$ cat src/rtl/vram_arbiter_pkg.sv
// Shared types for the VRAM arbiter: default widths, return-data owner tags
// and the CPU-port state encoding.
package zed64_vram_pkg;

  localparam int DEF_ADDR_W       = 13;
  localparam int DEF_DATA_W       = 8;
  localparam int DEF_STARVE_LIMIT = 64;

  typedef enum logic [1:0] {
    OWN_NONE = 2'd0,
    OWN_VID  = 2'd1,
    OWN_CPU  = 2'd2
  } owner_t;

  typedef enum logic [2:0] {
    C_IDLE = 3'd0,
    C_WR   = 3'd1,
    C_RD1  = 3'd2,
    C_RD2  = 3'd3,
    C_ACK  = 3'd4
  } cpu_state_t;

  function automatic logic [7:0] sat_inc8(input logic [7:0] value);
    return (value == 8'hFF) ? value : (value + 8'd1);
  endfunction

endpackage

$ cat src/rtl/vram_arbiter_if.sv
// Signal bundle between the video fetch engine, the CPU port, the synchronous
// VRAM and the arbiter. The arbiter uses the slave view.
interface vram_arbiter_if #(
  parameter int ADDR_W = 13,
  parameter int DATA_W = 8
);
  logic              vid_req;
  logic [ADDR_W-1:0] vid_adr;
  logic [DATA_W-1:0] vid_dat;
  logic              vid_valid;
  logic              cpu_req;
  logic              cpu_we;
  logic [ADDR_W-1:0] cpu_adr;
  logic [DATA_W-1:0] cpu_wdat;
  logic              cpu_ack;
  logic [DATA_W-1:0] cpu_rdat;
  logic              cpu_starve;
  logic [ADDR_W-1:0] vram_adr;
  logic              vram_we;
  logic [DATA_W-1:0] vram_wdat;
  logic [DATA_W-1:0] vram_dat_in;

  modport slave (
    input  vid_req, vid_adr, cpu_req, cpu_we, cpu_adr, cpu_wdat, vram_dat_in,
    output vid_dat, vid_valid, cpu_ack, cpu_rdat, cpu_starve,
           vram_adr, vram_we, vram_wdat
  );

  modport master (
    output vid_req, vid_adr, cpu_req, cpu_we, cpu_adr, cpu_wdat, vram_dat_in,
    input  vid_dat, vid_valid, cpu_ack, cpu_rdat, cpu_starve,
           vram_adr, vram_we, vram_wdat
  );
endinterface

$ cat src/rtl/vram_arbiter_wpost_fifo.sv
// Four-entry {address, data} write-posting FIFO for the VRAM arbiter.
// Only compiled when VRAM_ARB_WPOST_EN is defined.
`ifdef VRAM_ARB_WPOST_EN
module vram_wpost_fifo #(
  parameter int ADDR_W = 13,
  parameter int DATA_W = 8
) (
  input  logic              clk,
  input  logic              rst_n,
  input  logic              i_push,
  input  logic [ADDR_W-1:0] i_adr,
  input  logic [DATA_W-1:0] i_dat,
  input  logic              i_pop,
  output logic [ADDR_W-1:0] o_adr,
  output logic [DATA_W-1:0] o_dat,
  output logic              o_full,
  output logic              o_empty
);
  logic [ADDR_W+DATA_W-1:0] r_mem [0:3];
  logic [1:0]               r_wr_ptr;
  logic [1:0]               r_rd_ptr;
  logic [2:0]               r_count;
  logic                     w_do_push;
  logic                     w_do_pop;

  assign o_full    = (r_count == 3'd4);
  assign o_empty   = (r_count == 3'd0);
  assign w_do_push = i_push && !o_full;
  assign w_do_pop  = i_pop && !o_empty;
  assign {o_adr, o_dat} = r_mem[r_rd_ptr];

  always_ff @(posedge clk or negedge rst_n) begin
    if (!rst_n) begin
      r_wr_ptr <= 2'd0;
      r_rd_ptr <= 2'd0;
      r_count  <= 3'd0;
    end else begin
      if (w_do_push) r_wr_ptr <= r_wr_ptr + 2'd1;
      if (w_do_pop)  r_rd_ptr <= r_rd_ptr + 2'd1;
      case ({w_do_push, w_do_pop})
        2'b10:   r_count <= r_count + 3'd1;
        2'b01:   r_count <= r_count - 3'd1;
        default: r_count <= r_count;
      endcase
    end
  end

  always_ff @(posedge clk) begin
    if (w_do_push) r_mem[r_wr_ptr] <= {i_adr, i_dat};
  end
endmodule
`endif

$ cat src/rtl/vram_arbiter.sv
// Single-port VRAM arbiter: video fetches own the bus with fixed 3-cycle latency,
// the CPU port takes idle slots. VRAM_ARB_WPOST_EN adds a 4-entry write-posting FIFO.
module vram_arbiter
  import zed64_vram_pkg::*;
#(
  parameter int ADDR_W       = DEF_ADDR_W,
  parameter int DATA_W       = DEF_DATA_W,
  parameter int STARVE_LIMIT = DEF_STARVE_LIMIT
) (
  input logic           pixel_clock,
  input logic           reset_n,
  vram_arbiter_if.slave bus
);
  localparam logic [7:0] STARVE_THR = 8'(STARVE_LIMIT);

  cpu_state_t        r_state;
  cpu_state_t        w_state_nxt;
  owner_t            r_tag0;
  owner_t            r_tag1;
  logic [ADDR_W-1:0] r_vram_adr;
  logic              r_vram_we;
  logic [DATA_W-1:0] r_vram_wdat;
  logic [DATA_W-1:0] r_vid_dat;
  logic              r_vid_valid;
  logic              r_cpu_ack;
  logic [DATA_W-1:0] r_cpu_rdat;
  logic [7:0]        r_starve_cnt;
  logic              r_cpu_starve;
  logic [7:0]        w_starve_nxt;
  logic              w_grant_rd;
  logic              w_grant_wr;
  logic              w_wr_ok;
  logic              w_rd_ok;
  logic              w_cpu_bus;
  logic              w_drain;
  logic [ADDR_W-1:0] w_drain_adr;
  logic [DATA_W-1:0] w_drain_dat;

`ifdef VRAM_ARB_WPOST_EN
  logic w_fifo_full;
  logic w_fifo_empty;

  vram_wpost_fifo #(.ADDR_W(ADDR_W), .DATA_W(DATA_W)) u_wpost_fifo (
    .clk     (pixel_clock),
    .rst_n   (reset_n),
    .i_push  (w_grant_wr),
    .i_adr   (bus.cpu_adr),
    .i_dat   (bus.cpu_wdat),
    .i_pop   (w_drain),
    .o_adr   (w_drain_adr),
    .o_dat   (w_drain_dat),
    .o_full  (w_fifo_full),
    .o_empty (w_fifo_empty)
  );

  // Posted writes never need the bus; reads wait for the FIFO to empty to keep RAW order.
  assign w_drain   = !w_fifo_empty && !bus.vid_req;
  assign w_wr_ok   = !w_fifo_full;
  assign w_rd_ok   = w_fifo_empty && !bus.vid_req;
  assign w_cpu_bus = w_grant_rd;
  localparam cpu_state_t WR_NEXT = C_ACK;
`else
  assign w_drain     = 1'b0;
  assign w_drain_adr = '0;
  assign w_drain_dat = '0;
  assign w_wr_ok     = !bus.vid_req;
  assign w_rd_ok     = !bus.vid_req;
  assign w_cpu_bus   = w_grant_rd || w_grant_wr;
  localparam cpu_state_t WR_NEXT = C_WR;
`endif

  always_comb begin
    w_state_nxt = r_state;
    w_grant_rd  = 1'b0;
    w_grant_wr  = 1'b0;
    case (r_state)
      C_IDLE: begin
        if (bus.cpu_req && bus.cpu_we && w_wr_ok) begin
          w_grant_wr  = 1'b1;
          w_state_nxt = WR_NEXT;
        end else if (bus.cpu_req && !bus.cpu_we && w_rd_ok) begin
          w_grant_rd  = 1'b1;
          w_state_nxt = C_RD1;
        end else begin
          w_state_nxt = C_IDLE;
        end
      end
      C_WR:    w_state_nxt = C_IDLE;
      C_RD1:   w_state_nxt = C_RD2;
      C_RD2:   w_state_nxt = C_ACK;
      C_ACK:   w_state_nxt = C_IDLE;
      default: w_state_nxt = C_IDLE;
    endcase
  end

  // Counts only cycles spent waiting in C_IDLE; any grant or withdrawn request clears it.
  always_comb begin
    if ((r_state == C_IDLE) && bus.cpu_req && !(w_grant_rd || w_grant_wr)) begin
      w_starve_nxt = sat_inc8(r_starve_cnt);
    end else begin
      w_starve_nxt = 8'd0;
    end
  end

  always_ff @(posedge pixel_clock or negedge reset_n) begin
    if (!reset_n) begin
      r_state      <= C_IDLE;
      r_cpu_ack    <= 1'b0;
      r_starve_cnt <= 8'd0;
      r_cpu_starve <= 1'b0;
    end else begin
      r_state      <= w_state_nxt;
      r_cpu_ack    <= (w_state_nxt == C_WR) || (w_state_nxt == C_ACK);
      r_starve_cnt <= w_starve_nxt;
      r_cpu_starve <= (w_starve_nxt >= STARVE_THR);
    end
  end

  always_ff @(posedge pixel_clock or negedge reset_n) begin
    if (!reset_n) begin
      r_vram_adr  <= '0;
      r_vram_we   <= 1'b0;
      r_vram_wdat <= '0;
      r_tag0      <= OWN_NONE;
      r_tag1      <= OWN_NONE;
    end else begin
      r_tag1 <= r_tag0;
      if (bus.vid_req) begin
        r_vram_adr <= bus.vid_adr;
        r_vram_we  <= 1'b0;
        r_tag0     <= OWN_VID;
      end else if (w_drain) begin
        r_vram_adr  <= w_drain_adr;
        r_vram_wdat <= w_drain_dat;
        r_vram_we   <= 1'b1;
        r_tag0      <= OWN_NONE;
      end else if (w_cpu_bus) begin
        r_vram_adr <= bus.cpu_adr;
        r_vram_we  <= bus.cpu_we;
        if (bus.cpu_we) begin
          r_vram_wdat <= bus.cpu_wdat;
          r_tag0      <= OWN_NONE;
        end else begin
          r_tag0      <= OWN_CPU;
        end
      end else begin
        r_vram_we <= 1'b0;
        r_tag0    <= OWN_NONE;
      end
    end
  end

  // Second tag stage lines up with the cycle vram_dat_in carries that access's data.
  always_ff @(posedge pixel_clock or negedge reset_n) begin
    if (!reset_n) begin
      r_vid_dat   <= '0;
      r_vid_valid <= 1'b0;
      r_cpu_rdat  <= '0;
    end else begin
      r_vid_valid <= (r_tag1 == OWN_VID);
      if (r_tag1 == OWN_VID) begin
        r_vid_dat <= bus.vram_dat_in;
      end
      if (r_tag1 == OWN_CPU) begin
        r_cpu_rdat <= bus.vram_dat_in;
      end
    end
  end

  assign bus.vram_adr   = r_vram_adr;
  assign bus.vram_we    = r_vram_we;
  assign bus.vram_wdat  = r_vram_wdat;
  assign bus.vid_dat    = r_vid_dat;
  assign bus.vid_valid  = r_vid_valid;
  assign bus.cpu_ack    = r_cpu_ack;
  assign bus.cpu_rdat   = r_cpu_rdat;
  assign bus.cpu_starve = r_cpu_starve;
endmodule

$ cat src/flat_wrapper.sv
// flat-port wrapper written by rule: the top's interface ports become plain ports
module vram_arbiter_flat import zed64_vram_pkg::*;
#(
  parameter int ADDR_W       = DEF_ADDR_W,
  parameter int DATA_W       = DEF_DATA_W,
  parameter int STARVE_LIMIT = DEF_STARVE_LIMIT
)
  (pixel_clock, reset_n, bus_vid_req, bus_vid_adr, bus_cpu_req, bus_cpu_we, bus_cpu_adr, bus_cpu_wdat, bus_vram_dat_in, bus_vid_dat, bus_vid_valid, bus_cpu_ack, bus_cpu_rdat, bus_cpu_starve, bus_vram_adr, bus_vram_we, bus_vram_wdat);
  vram_arbiter_if #(.ADDR_W(ADDR_W), .DATA_W(DATA_W)) bus_i ();
  input logic pixel_clock;
  input logic reset_n;
  input wire logic [$bits(bus_i.vid_req)-1:0] bus_vid_req;
  input wire logic [$bits(bus_i.vid_adr)-1:0] bus_vid_adr;
  input wire logic [$bits(bus_i.cpu_req)-1:0] bus_cpu_req;
  input wire logic [$bits(bus_i.cpu_we)-1:0] bus_cpu_we;
  input wire logic [$bits(bus_i.cpu_adr)-1:0] bus_cpu_adr;
  input wire logic [$bits(bus_i.cpu_wdat)-1:0] bus_cpu_wdat;
  input wire logic [$bits(bus_i.vram_dat_in)-1:0] bus_vram_dat_in;
  output wire logic [$bits(bus_i.vid_dat)-1:0] bus_vid_dat;
  output wire logic [$bits(bus_i.vid_valid)-1:0] bus_vid_valid;
  output wire logic [$bits(bus_i.cpu_ack)-1:0] bus_cpu_ack;
  output wire logic [$bits(bus_i.cpu_rdat)-1:0] bus_cpu_rdat;
  output wire logic [$bits(bus_i.cpu_starve)-1:0] bus_cpu_starve;
  output wire logic [$bits(bus_i.vram_adr)-1:0] bus_vram_adr;
  output wire logic [$bits(bus_i.vram_we)-1:0] bus_vram_we;
  output wire logic [$bits(bus_i.vram_wdat)-1:0] bus_vram_wdat;
  assign bus_i.vid_req = bus_vid_req;
  assign bus_i.vid_adr = bus_vid_adr;
  assign bus_i.cpu_req = bus_cpu_req;
  assign bus_i.cpu_we = bus_cpu_we;
  assign bus_i.cpu_adr = bus_cpu_adr;
  assign bus_i.cpu_wdat = bus_cpu_wdat;
  assign bus_i.vram_dat_in = bus_vram_dat_in;
  assign bus_vid_dat = bus_i.vid_dat;
  assign bus_vid_valid = bus_i.vid_valid;
  assign bus_cpu_ack = bus_i.cpu_ack;
  assign bus_cpu_rdat = bus_i.cpu_rdat;
  assign bus_cpu_starve = bus_i.cpu_starve;
  assign bus_vram_adr = bus_i.vram_adr;
  assign bus_vram_we = bus_i.vram_we;
  assign bus_vram_wdat = bus_i.vram_wdat;
  vram_arbiter #(.ADDR_W(ADDR_W), .DATA_W(DATA_W), .STARVE_LIMIT(STARVE_LIMIT)) u_core (.pixel_clock(pixel_clock), .reset_n(reset_n), .bus(bus_i));
endmodule
$ cat config.mk
export PLATFORM = sky130hd
export DESIGN_NAME = vram_arbiter_flat
export DESIGN_NICKNAME = d
export VERILOG_FILES = /design/src/rtl/vram_arbiter_pkg.sv /design/src/rtl/vram_arbiter_if.sv /design/src/rtl/vram_arbiter_wpost_fifo.sv /design/src/rtl/vram_arbiter.sv /design/src/flat_wrapper.sv
export SDC_FILE = /design/constraint.sdc
export NUM_CORES = 1
export LEC_CHECK = 0
export ABC_AREA = 1
export BUFFER_PORTS_ARGS = -buffer_cell sky130_fd_sc_hd__buf_4
export CORE_MARGIN = 1
export CORE_UTILIZATION = 52
export DETAILED_ROUTE_END_ITERATION = 8
export GPL_TIMING_DRIVEN = 0
export PLACE_DENSITY = 0.84
export REMOVE_ABC_BUFFERS = 1
export SYNTH_ARGS = -nofsm -noshare
export SYNTH_HDL_FRONTEND = slang
export SYNTH_SLANG_ARGS = --single-unit
$ cat constraint.sdc
create_clock -name pixel_clock -period 2 [get_ports pixel_clock]
set_input_delay 0.2 -clock pixel_clock [delete_from_list [all_inputs] [get_ports pixel_clock]]
set_output_delay 0.2 -clock pixel_clock [all_outputs]
set_load 0.005 [all_outputs]
After elaboration in Yosys (flattened, before gate mapping)
Index checks and enable logic that the tools add are counted.
Storage, ports and cells
  register bits: 56
  input bits: 47
  output and inout port bits: 41
  logic and storage cells: 53
Cells by class
  $add $sub $neg: 1
  $lt $le $gt $ge: 1
  equality and inequality tests: 7
  mux-type cells: 17
  bitwise logic cells: 1
  reduce and logical (&&, ||, !) cells: 14
Operators with widths (count)
  2-to-1 mux 13 bit: 2
  2-to-1 mux 8 bit: 2
  2-to-1 mux 2 bit: 5
  case mux 3 bit (3 select lines): 1
  adder 8 x 1 -> 8 bit, second input constant: 1
  == test 8 bit, second input constant: 1
  greater-or-equal comparator 8 x 7 -> 1 bit, second input constant: 1
  2-to-1 mux 1 bit: 7
  == test 3 x 2 -> 1 bit, second input constant: 2
  logical AND 1 bit: 6
  == test 3 x 1 -> 1 bit, second input constant: 1
  == test 3 bit, second input constant: 1
  logical NOT 1 bit: 3
  logical NOT 3 bit: 1
  AND reduction 3 bit: 1
  == test 2 x 1 -> 1 bit, second input constant: 1
  == test 2 bit, second input constant: 1
  logical OR 1 bit: 2
  nonzero test 2 bit: 1
  NOT 1 bit: 1

Logic depth before layout (Yosys ltp)
  depth after elaboration: 11
  gate-level depth with buffers: 8
  gate-level depth less buffers: 8

Worst setup path after synthesis
No wires, ideal clock.
  path type: flip-flop to flip-flop
  start point: register u_core.r_starve_cnt[1]
  end point: register u_core.r_starve_cnt[0]
  library setup time: 0.123 ns
  arrival: 1.092 ns
  required time: 1.877 ns
  path slack: 0.785 ns
  stages on the path, launching flop included: 7
  path buffers: 0
  clock period less this slack: 1.215 ns
  cells stage by stage: dfrtp_1 -> ha_1 -> nand2_1 -> nor2_1 -> nand2_2 -> xor2_1 -> nor2_1
Between the ends
  cells in the longest elaborated chain, start to end: 3
RTL lines
  start, declared: RTL line vram_arbiter.sv:27  | logic [7:0] r_starve_cnt;
  start signal, assigned: RTL line vram_arbiter.sv:114  | r_starve_cnt <= w_starve_nxt;
  == test 8 bit: RTL line vram_arbiter_pkg.sv:24  | return (value == 8'hFF) ? value : (value + 8'd1);
  2-to-1 mux 8 bit: RTL line vram_arbiter_pkg.sv:24
  2-to-1 mux 8 bit: RTL line vram_arbiter.sv:98  | if ((r_state == C_IDLE) && bus.cpu_req && !(w_grant_rd || w_grant_wr)) begin
  via u_core.w_starve_nxt[0]: RTL line vram_arbiter.sv:29  | logic [7:0] w_starve_nxt;
The timed path passes the listed nets, and every way through them passes these cells.
A chain may end at the register's enable or synchronous reset.

Worst setup path after layout
  start point: register u_core.r_state[1]
  end point: register u_core.r_vram_adr[10], in the netlist u_core.bus.vram_adr[10]
Between the ends
  cells in the longest elaborated chain, start to end: 4
  elaborated cells between the ends (all ways): 5
  those cells by class: mux: 2; reduce/logical: 3
RTL lines
  start, declared: RTL line vram_arbiter.sv:16  | cpu_state_t r_state;
  start signal, assigned: RTL line vram_arbiter.sv:112  | r_state <= w_state_nxt;
  logical NOT 3 bit *: RTL line vram_arbiter.sv:76  | case (r_state)
  2-to-1 mux 1 bit: RTL line vram_arbiter.sv:76
  logical OR 1 bit *: RTL line vram_arbiter.sv:68  | assign w_cpu_bus = w_grant_rd || w_grant_wr;
  nonzero test 2 bit (no line) *
  end signal, assigned: RTL line vram_arbiter.sv:129  | r_vram_adr <= bus.vid_adr;
  end signal, assigned: RTL line vram_arbiter.sv:133  | r_vram_adr <= w_drain_adr;
  end signal, assigned: RTL line vram_arbiter.sv:138  | r_vram_adr <= bus.cpu_adr;
  end, declared: RTL line vram_arbiter.sv:20  | logic [ADDR_W-1:0] r_vram_adr;
Every way passes the cells marked *; elsewhere a longest branch is shown, timed or not.

==> impl_metrics.csv <==
group,metric,value,unit
worst_setup_path,crit_family,"simple AND/OR/NAND/NOR gates",
drt,post_drt_via_cell_ratio,5.08,
worst_setup_path,r2r_end,"u_core.bus.vram_adr[10]$_DFFE_PN0P_",
logic_synthesis,ys_seq_elements,56,
logic_synthesis,synth_edf_count,0,
logic_synthesis,syn_area,0.00236,mm2
sta,tightest_slew,0.675,ns
sta,skew,0.00557,ns
sta,hold_viol,0,
global_route,grt_pass1_wl,8.49,mm
worst_setup_path,crit_arrival,1.76,ns
logic_synthesis,yosysMostFrequentCell,"nand2_1",
worst_setup_path,cp-end-kind,"flip-flop",
sta,final.setup.tns,0,ns
sta,setup_ws,0.428,ns
cts,cts.sinks,56,
worst_setup_path,path_max_fanout,14,
logic_synthesis,synthArstFlopShare,100,%
logic_synthesis,syn_avg_cell_area,9.17,um2
sta,finalSetupViolations,0,
cts,clock_path_buffers,2,
drt,antenna_left,0,
power,peakVddDrop,0.000639,V
global_route,grtUsageTotal,21.9,%
worst_setup_path,cp_cell_sequence,"inv_1 -> nand2_1 -> nor2_4 -> inv_1 -> nand2_2 -> o211ai_1 -> nand2_1",
final_layout,fillCellCount,333,
logic_synthesis,synth_top_area_share,59.4,%
final_layout,diodes,0,
sta,fmax,636,MHz
sta,period_needed,1.57,ns
logic_synthesis,yosys_warnings,0,
final_layout,drive_gt1_share,31.7,%
sta,holdWs,0.0581,ns
cts,htreeDepth,2,
logic_synthesis,synth.distinct_cells,23,
placed_design,numPortBuffers,87,
logic_synthesis,synthCells,257,
worst_setup_path,critPathKind,"reg2reg",
floorplanning,row_count,24,
cts,clk_pin_slew,0.10,ns
min_path,min_to,"u_core.r_tag0[1]$_DFF_PN0_",
worst_setup_path,worst-path-buf-inv,2,
worst_setup_path,cp-start-kind,"flip-flop",
power,p_per_area,1080,mW/mm2
cts,cts-buffers-inserted,5,
drt,drcViolationCount,0,
final_layout,area_growth,34.2,%
floorplanning,die_w,69.3,um
cts,cts_tree,"built",
sta,slew_headroom,55.0,%
drt,firstDrtPassIters,4,
placed_design,pre_cts_ws,0.428,ns
placed_design,place_inst,388,
worst_setup_path,timing.rr.start,"u_core.r_state[1]$_DFF_PN0_",
min_path,worstHoldPathCells,2,
outcome,status,"finished, final reports clean",
sta,rsz0062_at_grt,"false",
global_route,grt_start_max_net_pins,57,
min_path,hp-class,"in2reg",
floorplanning,die-area,0.00481,mm2
cts,post_cts_buffers,0,
drt,first_iter_violations,169,
global_route,overflow,0,
power,power,0.00342,W
global_route,grt_pass1_vias,2019,
placed_design,gp_congestion,0.775,
worst_setup_path,worst_ep_required_time,2.19,ns
final_layout,final_cell_count_no_fill,396,
global_route,antenna_found_initial,0,
logic_synthesis,ys_seq_area_share,59.4,%
flow_run,drv_cap,0,
min_path,min_from,"bus_cpu_we",
floorplanning,initial_utilization,54.1,%
cts,clk_latency,0.30,ns
logic_synthesis,yosysTopAreaCell,"dfrtp_1",
worst_setup_path,cp_slowest_cell,"dfrtp_1",
floorplanning,fp.coreArea,0.00435,mm2
worst_setup_path,worstRegToRegCells,7,
power,p_leak,1.66,nW
floorplanning,ios,88,
final_layout,final_nets,392,
placed_design,dpl.hpwl,3.64,mm
drt,vias,2010,
worst_setup_path,critical_path.max_stage_delay,0.36,ns
drt,routedWlPerCell,12.7,um
sta,period_share,78.6,%
floorplanning,die_height,69.3,um
cts,clock-root-buffer,"clkbuf_8",
drt,wl,5.01,mm
logic_synthesis,synth_ff_type,"dfrtp_1",
logic_synthesis,synthTopCellsByCount,"78 x nand2_1, 56 x dfrtp_1, 25 x inv_1",
worst_setup_path,r2r_slack,0.43,ns
sta,final-max-slew-violation-count,0,
logic_synthesis,synth_area_leaders,"dfrtp_1 59%, nand2_1 12%, nand3_1 4.5%",
layer usage:
metal | up-vias | global-route usage (%) | part of all wire, %
li1 | 992 | - | -
met1 | 941 | 24.7 | 41
met2 | 70 | 39.7 | 51
met3 | 7 | 6.25 | 6.4
met4 | 0 | 7.03 | 1.4
met5 | - | 0 | 0
registers in the layout (all words and copies together), names as in the netlist:
name,flops
u_core.bus.cpu_rdat,8
u_core.r_tag1,2
u_core.bus.vram_we,1
u_core.bus.vid_dat,8
u_core.bus.vid_valid,1
u_core.bus.cpu_ack,1
u_core.r_tag0,2
u_core.bus.vram_adr,13
u_core.bus.vram_wdat,8
u_core.bus.cpu_starve,1
u_core.r_starve_cnt,8
u_core.r_state,3
layout make-up:
cell class / count / area, um2 / area share [%]
Tap cell: 52 / 65.1 / 2.06
Sequential cell: 56 / 1400 / 44.3
Clock inverter: 2 / 60.1 / 1.90
Timing Repair Buffer: 88 / 663 / 21.0
Multi-Input combinational cell: 166 / 803 / 25.4
Clock buffer: 5 / 68.8 / 2.18
Inverter: 27 / 101 / 3.20
logic make-up (layout without fill, tap and decap cells):
family          Yosys count  count (layout)  synth area share [%]
flops                    56              56                  59.4
simple gates            127             127                  23.7
buf+inv                  35             122                  6.48
xor+xnor                  2               2                 0.743
compound gates           36              36                  9.13
fa+ha+maj                 1               1                 0.531
report_power, final:
part	switching (W)	internal, W	total, W
Sequential	0.000171	0.00143	0.00160
Clock	0.000348	0.000493	0.000841
Combinational	0.000449	0.000534	0.000983
how the worst max path moves through the flow:
stage                           startpoint                                  end  cells past startpoint
2_1_floorplan  u_core.r_state[2]$_DFF_PN0_   u_core.bus.vram_adr[0]$_DFFE_PN0P_                      7
3_3_place_gp   u_core.r_state[1]$_DFF_PN0_  u_core.bus.vram_adr[10]$_DFFE_PN0P_                      7
3_5_place_dp   u_core.r_state[1]$_DFF_PN0_  u_core.bus.vram_adr[10]$_DFFE_PN0P_                      7
4_1_cts        u_core.r_state[1]$_DFF_PN0_  u_core.bus.vram_adr[10]$_DFFE_PN0P_                      7
5_1_grt        u_core.r_state[1]$_DFF_PN0_   u_core.bus.vram_adr[7]$_DFFE_PN0P_                      7
6_report       u_core.r_state[1]$_DFF_PN0_  u_core.bus.vram_adr[10]$_DFFE_PN0P_                      7
cell usage in the layout, fill, tap and decap left out:
cell / n
inv_1: 25
o21ai_0: 19
buf_4: 87
o211ai_1: 13
a31oi_1: 2
clkbuf_8: 5
dfrtp_1: 56
ha_1: 1
nand2_2: 2
nor2_4: 1
inv_2: 2
xnor2_1: 1
nand2_1: 78
nand3_2: 1
bufinv_16: 2
xor2_1: 1
nand3_1: 21
or2_0: 5
or2_2: 9
a21oi_1: 2
nor3_1: 1
dlygate4sd3_1: 1
nor2_1: 9
through the flow:
step | utilization (%) | area (um2)
CTS | 72.6 | 3160
global placement | 69.5 | 3020
finish | 72.6 | 3160
detailed placement | 69.5 | 3020
floorplan | - | 2310
global route | 72.6 | 3160
timing repair:
| item | CTS | global route |
|---|---|---|
| gates resized for setup | 0 | 0 |
| endpoints found under the hold margin | 56 | 0 |
| hold buffers | 1 | 0 |
No activity file was read; power rests on OpenSTA's default activity.
